<file path="config.mk">
export PLATFORM = sky130hd
export DESIGN_NAME = alg_unit_sequencer_flat
export DESIGN_NICKNAME = d
export VERILOG_FILES = /design/src/rtl/alg_unit_sequencer_pkg.sv /design/src/rtl/alg_unit_sequencer_if.sv /design/src/rtl/alg_sign_fix.sv /design/src/rtl/alg_unit_sequencer.sv /design/src/flat_wrapper.sv
export SDC_FILE = /design/constraint.sdc
export NUM_CORES = 1
export LEC_CHECK = 0
export CORE_MARGIN = 3
export CORE_UTILIZATION = 60
export CTS_CLUSTER_DIAMETER = 60
export DETAILED_ROUTE_END_ITERATION = 6
export PLACE_DENSITY = 0.82
export SLEW_MARGIN = 20
export SYNTH_ARGS = -nofsm -noshare
export SYNTH_HDL_FRONTEND = slang
export SYNTH_HIERARCHICAL = 1
export SYNTH_SLANG_ARGS = --single-unit
</file>
<file path="constraint.sdc">
create_clock -name clk -period 3.9 [get_ports clk]
set_input_delay 0.39 -clock clk [delete_from_list [all_inputs] [get_ports clk]]
set_output_delay 0.39 -clock clk [all_outputs]
set_load 0.01 [all_outputs]
</file>
<file path="src/rtl/alg_unit_sequencer_pkg.sv">
// rtl/alg_unit_sequencer_pkg.sv - op_x encodings, sequencer state type and shared constants
package alg_unit_sequencer_pkg;

    // op_x_bits encodings of the multiply/divide group
    localparam logic [2:0] op_mul    = 3'b001;
    localparam logic [2:0] op_div    = 3'b010;
    localparam logic [2:0] op_hi_mul = 3'b011;
    localparam logic [2:0] op_rem    = 3'b100;

    // Quotient reported when the divisor is zero
    localparam logic [15:0] ALG_DIV0_QUOT = 16'hFFFF;

    typedef enum logic [2:0] {
        IDLE,
        LOAD,
        ITER,
        FIX,
        DONE
    } alg_state_t;

    // Only op_mul and op_div start the unit; op_hi_mul/op_rem just read result_hi
    function automatic logic is_alg_op(input logic [2:0] op_x);
        return (op_x == op_mul) || (op_x == op_div);
    endfunction

endpackage

</file>
<file path="src/rtl/alg_unit_sequencer_if.sv">
// rtl/alg_unit_sequencer_if.sv - EXE-stage handshake between pipeline and multiply/divide unit
interface alg_unit_sequencer_if #(
    parameter int WIDTH = 16
);
    logic             start;
    logic [2:0]       op_x_bits;
    logic [WIDTH-1:0] opA;
    logic [WIDTH-1:0] opB;
    logic             stall;
    logic             busy;
    logic             done;
    logic [WIDTH-1:0] result_lo;
    logic [WIDTH-1:0] result_hi;
    logic             div_by_zero;

    // Pipeline side: issues the operation and watches stall/results
    modport master (
        output start, op_x_bits, opA, opB,
        input  stall, busy, done, result_lo, result_hi, div_by_zero
    );

    // Unit side
    modport slave (
        input  start, op_x_bits, opA, opB,
        output stall, busy, done, result_lo, result_hi, div_by_zero
    );
endinterface

</file>
<file path="src/rtl/alg_sign_fix.sv">
// rtl/alg_sign_fix.sv - combinational conditional two's-complement negate (magnitude / sign restore)
module alg_sign_fix #(
    parameter int N = 16
) (
    input  logic [N-1:0] value,
    input  logic         negate,
    output logic [N-1:0] result
);

    // Negating a negative operand yields its magnitude; 16'h8000 maps to itself
    always_comb begin
        result = negate ? (~value + N'(1)) : value;
    end

endmodule

</file>
<file path="src/rtl/alg_unit_sequencer.sv">
// rtl/alg_unit_sequencer.sv - iterative signed multiply/divide sequencer (optional ALG_EARLY_TERM_EN)
module alg_unit_sequencer
    import alg_unit_sequencer_pkg::*;
#(
    parameter int WIDTH = 16
) (
    input logic                 clk,
    input logic                 reset_n,
    alg_unit_sequencer_if.slave bus
);

    localparam int CW = $clog2(WIDTH);
    localparam logic [CW-1:0] LAST_CNT = CW'(WIDTH - 1);

    alg_state_t         state;
    logic               is_div;
    logic               sign_a;
    logic               sign_b;
    logic [2*WIDTH-1:0] acc;        // {product hi, multiplier/product lo} or {remainder, quotient}
    logic [WIDTH-1:0]   dvsr;       // multiplicand magnitude (mul) or divisor magnitude (div)
    logic [CW-1:0]      cnt;
    logic               busy_q;
    logic               done_q;
    logic               dbz_q;
    logic [WIDTH-1:0]   res_lo_q;
    logic [WIDTH-1:0]   res_hi_q;

    logic               accept;
    logic [WIDTH-1:0]   abs_a;
    logic [WIDTH-1:0]   abs_b;
    logic [2*WIDTH-1:0] prod_fixed;
    logic [WIDTH-1:0]   quot_fixed;
    logic [WIDTH-1:0]   rem_fixed;
    logic [2*WIDTH-1:0] acc_next;
    logic [WIDTH:0]     mul_sum;
    logic [WIDTH:0]     rem_trial;
    logic [WIDTH-1:0]   rem_diff;

    // A new operation is taken only from IDLE/DONE; reset masks it so stall stays low
    assign accept = reset_n && bus.start && is_alg_op(bus.op_x_bits)
                    && ((state == IDLE) || (state == DONE));

    // The issuing instruction must freeze in its own cycle, hence the combinational accept term
    assign bus.stall       = accept | busy_q;
    assign bus.busy        = busy_q;
    assign bus.done        = done_q;
    assign bus.result_lo   = res_lo_q;
    assign bus.result_hi   = res_hi_q;
    assign bus.div_by_zero = dbz_q;

    alg_sign_fix #(.N(WIDTH)) u_mag_a (
        .value  (bus.opA),
        .negate (bus.opA[WIDTH-1]),
        .result (abs_a)
    );

    alg_sign_fix #(.N(WIDTH)) u_mag_b (
        .value  (bus.opB),
        .negate (bus.opB[WIDTH-1]),
        .result (abs_b)
    );

    alg_sign_fix #(.N(2*WIDTH)) u_fix_prod (
        .value  (acc),
        .negate (sign_a ^ sign_b),
        .result (prod_fixed)
    );

    alg_sign_fix #(.N(WIDTH)) u_fix_quot (
        .value  (acc[WIDTH-1:0]),
        .negate (sign_a ^ sign_b),
        .result (quot_fixed)
    );

    // Remainder follows the dividend's sign
    alg_sign_fix #(.N(WIDTH)) u_fix_rem (
        .value  (acc[2*WIDTH-1:WIDTH]),
        .negate (sign_a),
        .result (rem_fixed)
    );

    // One shift-add (mul) or restoring shift-subtract (div) step on the working register
    always_comb begin
        mul_sum   = {1'b0, acc[2*WIDTH-1:WIDTH]} + {1'b0, dvsr};
        rem_trial = {acc[2*WIDTH-1:WIDTH], acc[WIDTH-1]};
        rem_diff  = rem_trial[WIDTH-1:0] - dvsr;
        if (is_div) begin
            if (rem_trial >= {1'b0, dvsr}) begin
                acc_next = {rem_diff, acc[WIDTH-2:0], 1'b1};
            end else begin
                acc_next = {acc[2*WIDTH-2:0], 1'b0};
            end
        end else if (acc[0]) begin
            acc_next = {mul_sum, acc[WIDTH-1:1]};
        end else begin
            acc_next = {1'b0, acc[2*WIDTH-1:1]};
        end
    end

`ifdef ALG_EARLY_TERM_EN
    logic [WIDTH-1:0]   live_mask;
    logic [CW:0]        left_cnt;
    logic               early_exit;
    logic [2*WIDTH-1:0] acc_skip;

    // After cnt steps the unconsumed multiplier bits sit in acc[WIDTH-1-cnt:0]; if they are
    // all zero the remaining steps are pure shifts and can be collapsed into one
    always_comb begin
        live_mask  = {WIDTH{1'b1}} >> cnt;
        left_cnt   = (CW+1)'(WIDTH) - {1'b0, cnt};
        early_exit = !is_div && ((acc[WIDTH-1:0] & live_mask) == '0);
        acc_skip   = acc >> left_cnt;
    end
`endif

    // Sequencer FSM with registered status and result outputs
    always_ff @(posedge clk) begin
        if (!reset_n) begin
            state    <= IDLE;
            is_div   <= 1'b0;
            sign_a   <= 1'b0;
            sign_b   <= 1'b0;
            acc      <= '0;
            dvsr     <= '0;
            cnt      <= '0;
            busy_q   <= 1'b0;
            done_q   <= 1'b0;
            dbz_q    <= 1'b0;
            res_lo_q <= '0;
            res_hi_q <= '0;
        end else begin
            done_q <= 1'b0;
            case (state)
                IDLE, DONE: begin
                    if (accept) begin
                        state  <= LOAD;
                        busy_q <= 1'b1;
                        is_div <= (bus.op_x_bits == op_div);
                        dbz_q  <= 1'b0;
                    end else begin
                        state  <= IDLE;
                        busy_q <= 1'b0;
                    end
                end
                LOAD: begin
                    sign_a <= bus.opA[WIDTH-1];
                    sign_b <= bus.opB[WIDTH-1];
                    cnt    <= '0;
                    if (is_div) begin
                        acc  <= {{WIDTH{1'b0}}, abs_a};
                        dvsr <= abs_b;
                        if (bus.opB == '0) begin
                            res_lo_q <= WIDTH'(ALG_DIV0_QUOT);
                            res_hi_q <= bus.opA;
                            dbz_q    <= 1'b1;
                            busy_q   <= 1'b0;
                            done_q   <= 1'b1;
                            state    <= DONE;
                        end else begin
                            state <= ITER;
                        end
                    end else begin
                        acc   <= {{WIDTH{1'b0}}, abs_b};
                        dvsr  <= abs_a;
                        state <= ITER;
                    end
                end
                ITER: begin
`ifdef ALG_EARLY_TERM_EN
                    if (early_exit) begin
                        acc   <= acc_skip;
                        state <= FIX;
                    end else begin
                        acc <= acc_next;
                        cnt <= cnt + CW'(1);
                        if (cnt == LAST_CNT) begin
                            state <= FIX;
                        end
                    end
`else
                    acc <= acc_next;
                    cnt <= cnt + CW'(1);
                    if (cnt == LAST_CNT) begin
                        state <= FIX;
                    end
`endif
                end
                FIX: begin
                    if (is_div) begin
                        res_lo_q <= quot_fixed;
                        res_hi_q <= rem_fixed;
                    end else begin
                        res_lo_q <= prod_fixed[WIDTH-1:0];
                        res_hi_q <= prod_fixed[2*WIDTH-1:WIDTH];
                    end
                    busy_q <= 1'b0;
                    done_q <= 1'b1;
                    state  <= DONE;
                end
                default: begin
                    state  <= IDLE;
                    busy_q <= 1'b0;
                end
            endcase
        end
    end

endmodule
</file>
<file path="src/flat_wrapper.sv">
// flat-port wrapper written by rule: the top's interface ports become plain ports
module alg_unit_sequencer_flat import alg_unit_sequencer_pkg::*;
#(
    parameter int WIDTH = 16
)
  (clk, reset_n, bus_start, bus_op_x_bits, bus_opA, bus_opB, bus_stall, bus_busy, bus_done, bus_result_lo, bus_result_hi, bus_div_by_zero);
  alg_unit_sequencer_if #(.WIDTH(WIDTH)) bus_i ();
  input logic clk;
  input logic reset_n;
  input wire logic [$bits(bus_i.start)-1:0] bus_start;
  input wire logic [$bits(bus_i.op_x_bits)-1:0] bus_op_x_bits;
  input wire logic [$bits(bus_i.opA)-1:0] bus_opA;
  input wire logic [$bits(bus_i.opB)-1:0] bus_opB;
  output wire logic [$bits(bus_i.stall)-1:0] bus_stall;
  output wire logic [$bits(bus_i.busy)-1:0] bus_busy;
  output wire logic [$bits(bus_i.done)-1:0] bus_done;
  output wire logic [$bits(bus_i.result_lo)-1:0] bus_result_lo;
  output wire logic [$bits(bus_i.result_hi)-1:0] bus_result_hi;
  output wire logic [$bits(bus_i.div_by_zero)-1:0] bus_div_by_zero;
  assign bus_i.start = bus_start;
  assign bus_i.op_x_bits = bus_op_x_bits;
  assign bus_i.opA = bus_opA;
  assign bus_i.opB = bus_opB;
  assign bus_stall = bus_i.stall;
  assign bus_busy = bus_i.busy;
  assign bus_done = bus_i.done;
  assign bus_result_lo = bus_i.result_lo;
  assign bus_result_hi = bus_i.result_hi;
  assign bus_div_by_zero = bus_i.div_by_zero;
  alg_unit_sequencer #(.WIDTH(WIDTH)) u_core (.clk(clk), .reset_n(reset_n), .bus(bus_i));
endmodule
</file>
==> out/qor.txt <==
outcome: finished clean
H-Tree Depth: 3
Initial Util: 61.90%
root buf cell: clkbuf_16
sequential fraction of the synthesis area: 21.42%
CTS resizes: 0
Max Root-Sink Buffers: 2
flops & latches, synth: 93
final worst path period share: 83.84%
worst hold slack: 0.4779 ns
total power: 2.507 mW
Primary FF master, synth: dfxtp_1
Clock Latency Late Sink: 0.36 ns
total core area: 14040 um^2
post-route minimum period: 3.270 ns
Cell Chain, Critical Path: inv_1, ha_1, inv_1, fa_1, a211oi_1, o21bai_1, a21boi_1, o21ai_1, a311oi_2, xor2_1, a21oi_1, o311a_1
syn nets: 1160
GRT Util Overall: 29.84%
Synth Area in XOR/XNOR: 10.78%
Startpoint Class: register
Clock Sink Count: 93
Chip Height: 126.4 um
largest family of logic cells by synthesized area: compound AO/OA/AOI/OAI gates
# Post-CTS Setup Buffers: 0
CP arrival: 3.52 ns
post-synth top area share: 21.42%
DR vias/cell: 6.308
Crit path required time: 4.15 ns
multiplexer share of the synthesized area: 11.82%
largest stage delay on the critical path: 0.45 ns
pin count of the biggest net entering global routing: 79
First-pass DRT Iterations: 5
vias in the first global route: 7669
CTS tree: yes
PD cells: 254.8 nW/um^2
first-pass GRT wire length: 39.31 mm
worst-margin pin slew: 1.084 ns
wire per inst: 18.53 um
VDD IR max: 415.6 uV
Clock Skew: 0.009039 ns
synthesized area per cell: 8.033 um^2
HP Class: register to register
Synth Area in Compound Gates: 24.83%
Post-route DRC: 0
post-synth cell types: 72
CP max-delay cell: dfxtp_1
Final #Nets: 1200
WS Path Type: register to register
Finished Layout Cells: 1307
Yosys warning count: 6
initial DRC count: 715
gp weighted congestion: 0.9333
final hold violation count: 0
final setup vio count: 0
Final Max Tran Viols: 0
top post-synthesis cells by area: dfxtp_1 (21%), mux2i_1 (10%), xnor2_1 (7.7%)
Post-CTS Hold Buffers: 0
grt ovf: 0
Clock transition at path regs: 0.08 ns
antenna diode count: 0
I/O pins: 74
post-synthesis adder-cell area fraction: 5.931%
Die ar.: 15970 um^2
Rel. slew slack: 27.72%
hpwl dp: 18.04 mm
most frequent cells in the layout: nand2_1 (154), dfxtp_1 (92), mux2i_1 (91), xnor2_1 (76), clkdlybuf4s50_1 (72)
cell mode on critical path: inv_1
Final ANT Viol Nets: 0
Post-Syn Instances: 1082
max_cap viols: 0
top achievable clock speed: 305.8 MHz
layout cell share with drive strength beyond 1: 7.720%
Buf+Inv Stages, Crit Path: 2
Std-Cell Rows: 43
Worst Path Max Fanout: 9
Lkg Pwr: 4.125 nW
RSZ-0062 raised after global routing: no
initial antenna violation count: 0
chip width: 126.4 um
most common cell after layout, fill and taps aside: nand2_1
Synth Area in Simple Gates: 20.17%
share of flip-flops with an asynchronous set or reset: 0%
Area Overhead vs Synth: 13.19%
Buffers on Ports: 73
TritonCTS Buffers: 9
Placed Instances: 1291
Post-synth EDFFs: 0
Post-Syn Area: 8692 um^2
total routed wirelength: 24.22 mm
Setup Total Neg Slack: 0 ns
Crit path max-delay family: compound AO/OA/AOI/OAI gates
via count: 8245
crit path capture type: register
Yosys top cell by area: dfxtp_1
[metrics by stage]
stage / instance area, um^2 / utilization [%] / setup WS [ns]
global placement: 9535 / 67.91 / 0.6963
global route: 9838 / 70.06 / 0.4196
detailed placement: 9535 / 67.91 / 0.7144
finish: 9838 / 70.06 / 0.6304
CTS: 9838 / 70.06 / 0.6906
floorplan: 8692 / - / 1.123
[kinds of logic after synthesis]
| logic type | after synthesis |
|---|---|
| AOI/OAI and AO/OA | 294 |
| xor gates and xnor gates | 107 |
| adders and majority gates | 40 |
| buffers and inverters | 106 |
| DFF | 93 |
| muxes | 101 |
| and+or+nand+nor | 341 |
[final cells by class]
class	count	area (um^2)
multi-input cells	883	6415
fillers	1145	4204
flip-flops and latches	93	1866
repair buffers	92	868.3
clock buffers	9	225.2
well taps	180	225.2
inverters	43	161.4
clock inverters	7	77.57
[final timing paths]
kind	start	end	slack (ns)	cells after the start
setup / recovery	u_core/acc[15]$_SDFFE_PN0P_	u_core/acc[30]$_SDFFE_PN0P_	0.63	12
hold / removal	u_core/cnt[3]$_SDFFE_PN0P_	u_core/cnt[3]$_SDFFE_PN0P_	0.48	1
setup reg to reg	u_core/acc[15]$_SDFFE_PN0P_	u_core/acc[30]$_SDFFE_PN0P_	0.63	12
hold reg to reg	u_core/cnt[3]$_SDFFE_PN0P_	u_core/cnt[3]$_SDFFE_PN0P_	0.48	1
[sequential cells by signal, summed over array words and instances (netlist names)]
signal and flops:
u_core/bus.busy 1, u_core/sign_a 1, u_core/bus.div_by_zero 1, u_core/sign_b 1
u_core/is_div 1, u_core/bus.result_hi 16, u_core/dvsr 16, u_core/bus.result_lo 16
u_core/state 3, u_core/cnt 4, u_core/bus.done 1, u_core/acc 32
[power by group]
| group | switching, mW | total (mW) | leakage [nW] | internal (mW) |
|---|---|---|---|---|
| combinational | 0.351 | 0.602 | 3.23 | 0.251 |
| clock | 0.451 | 0.905 | 0.144 | 0.454 |
| sequential | 0.0379 | 1.00 | 0.751 | 0.962 |
| total | 0.840 | 2.51 | 4.13 | 1.67 |
[synth_stat cells, drive strengths merged, types with 3 or more instances]
cell type / number
nor4: 10
and2: 5
a311oi: 3
buf: 25
ha: 38
mux2: 10
nand2: 154
and3: 22
o311a: 18
nand4: 4
o41ai: 18
or4: 13
a21o: 6
nor2b: 20
o21ai: 75
o31a: 6
clkbuf: 38
a22o: 7
nand3b: 5
o31ai: 34
mux2i: 91
o21bai: 3
or3: 17
xor2: 31
nor3: 9
o211ai: 10
a31oi: 3
o22ai: 7
o21a: 7
a21oi: 43
nor2: 46
inv: 43
dfxtp: 93
a21boi: 6
xnor2: 76
nand3: 10
o211a: 16
or2: 8
nand2b: 8
a211oi: 23
[metal layers]
layer,vias to the layer above,track usage (%),wire length [um]
li1,4034,-,-
met2,268,48.97,11490
met4,0,8.770,550
met5,-,0,0
met1,3901,40.27,10600
met3,42,5.305,1578
Power figures use the tool's default switching activity.
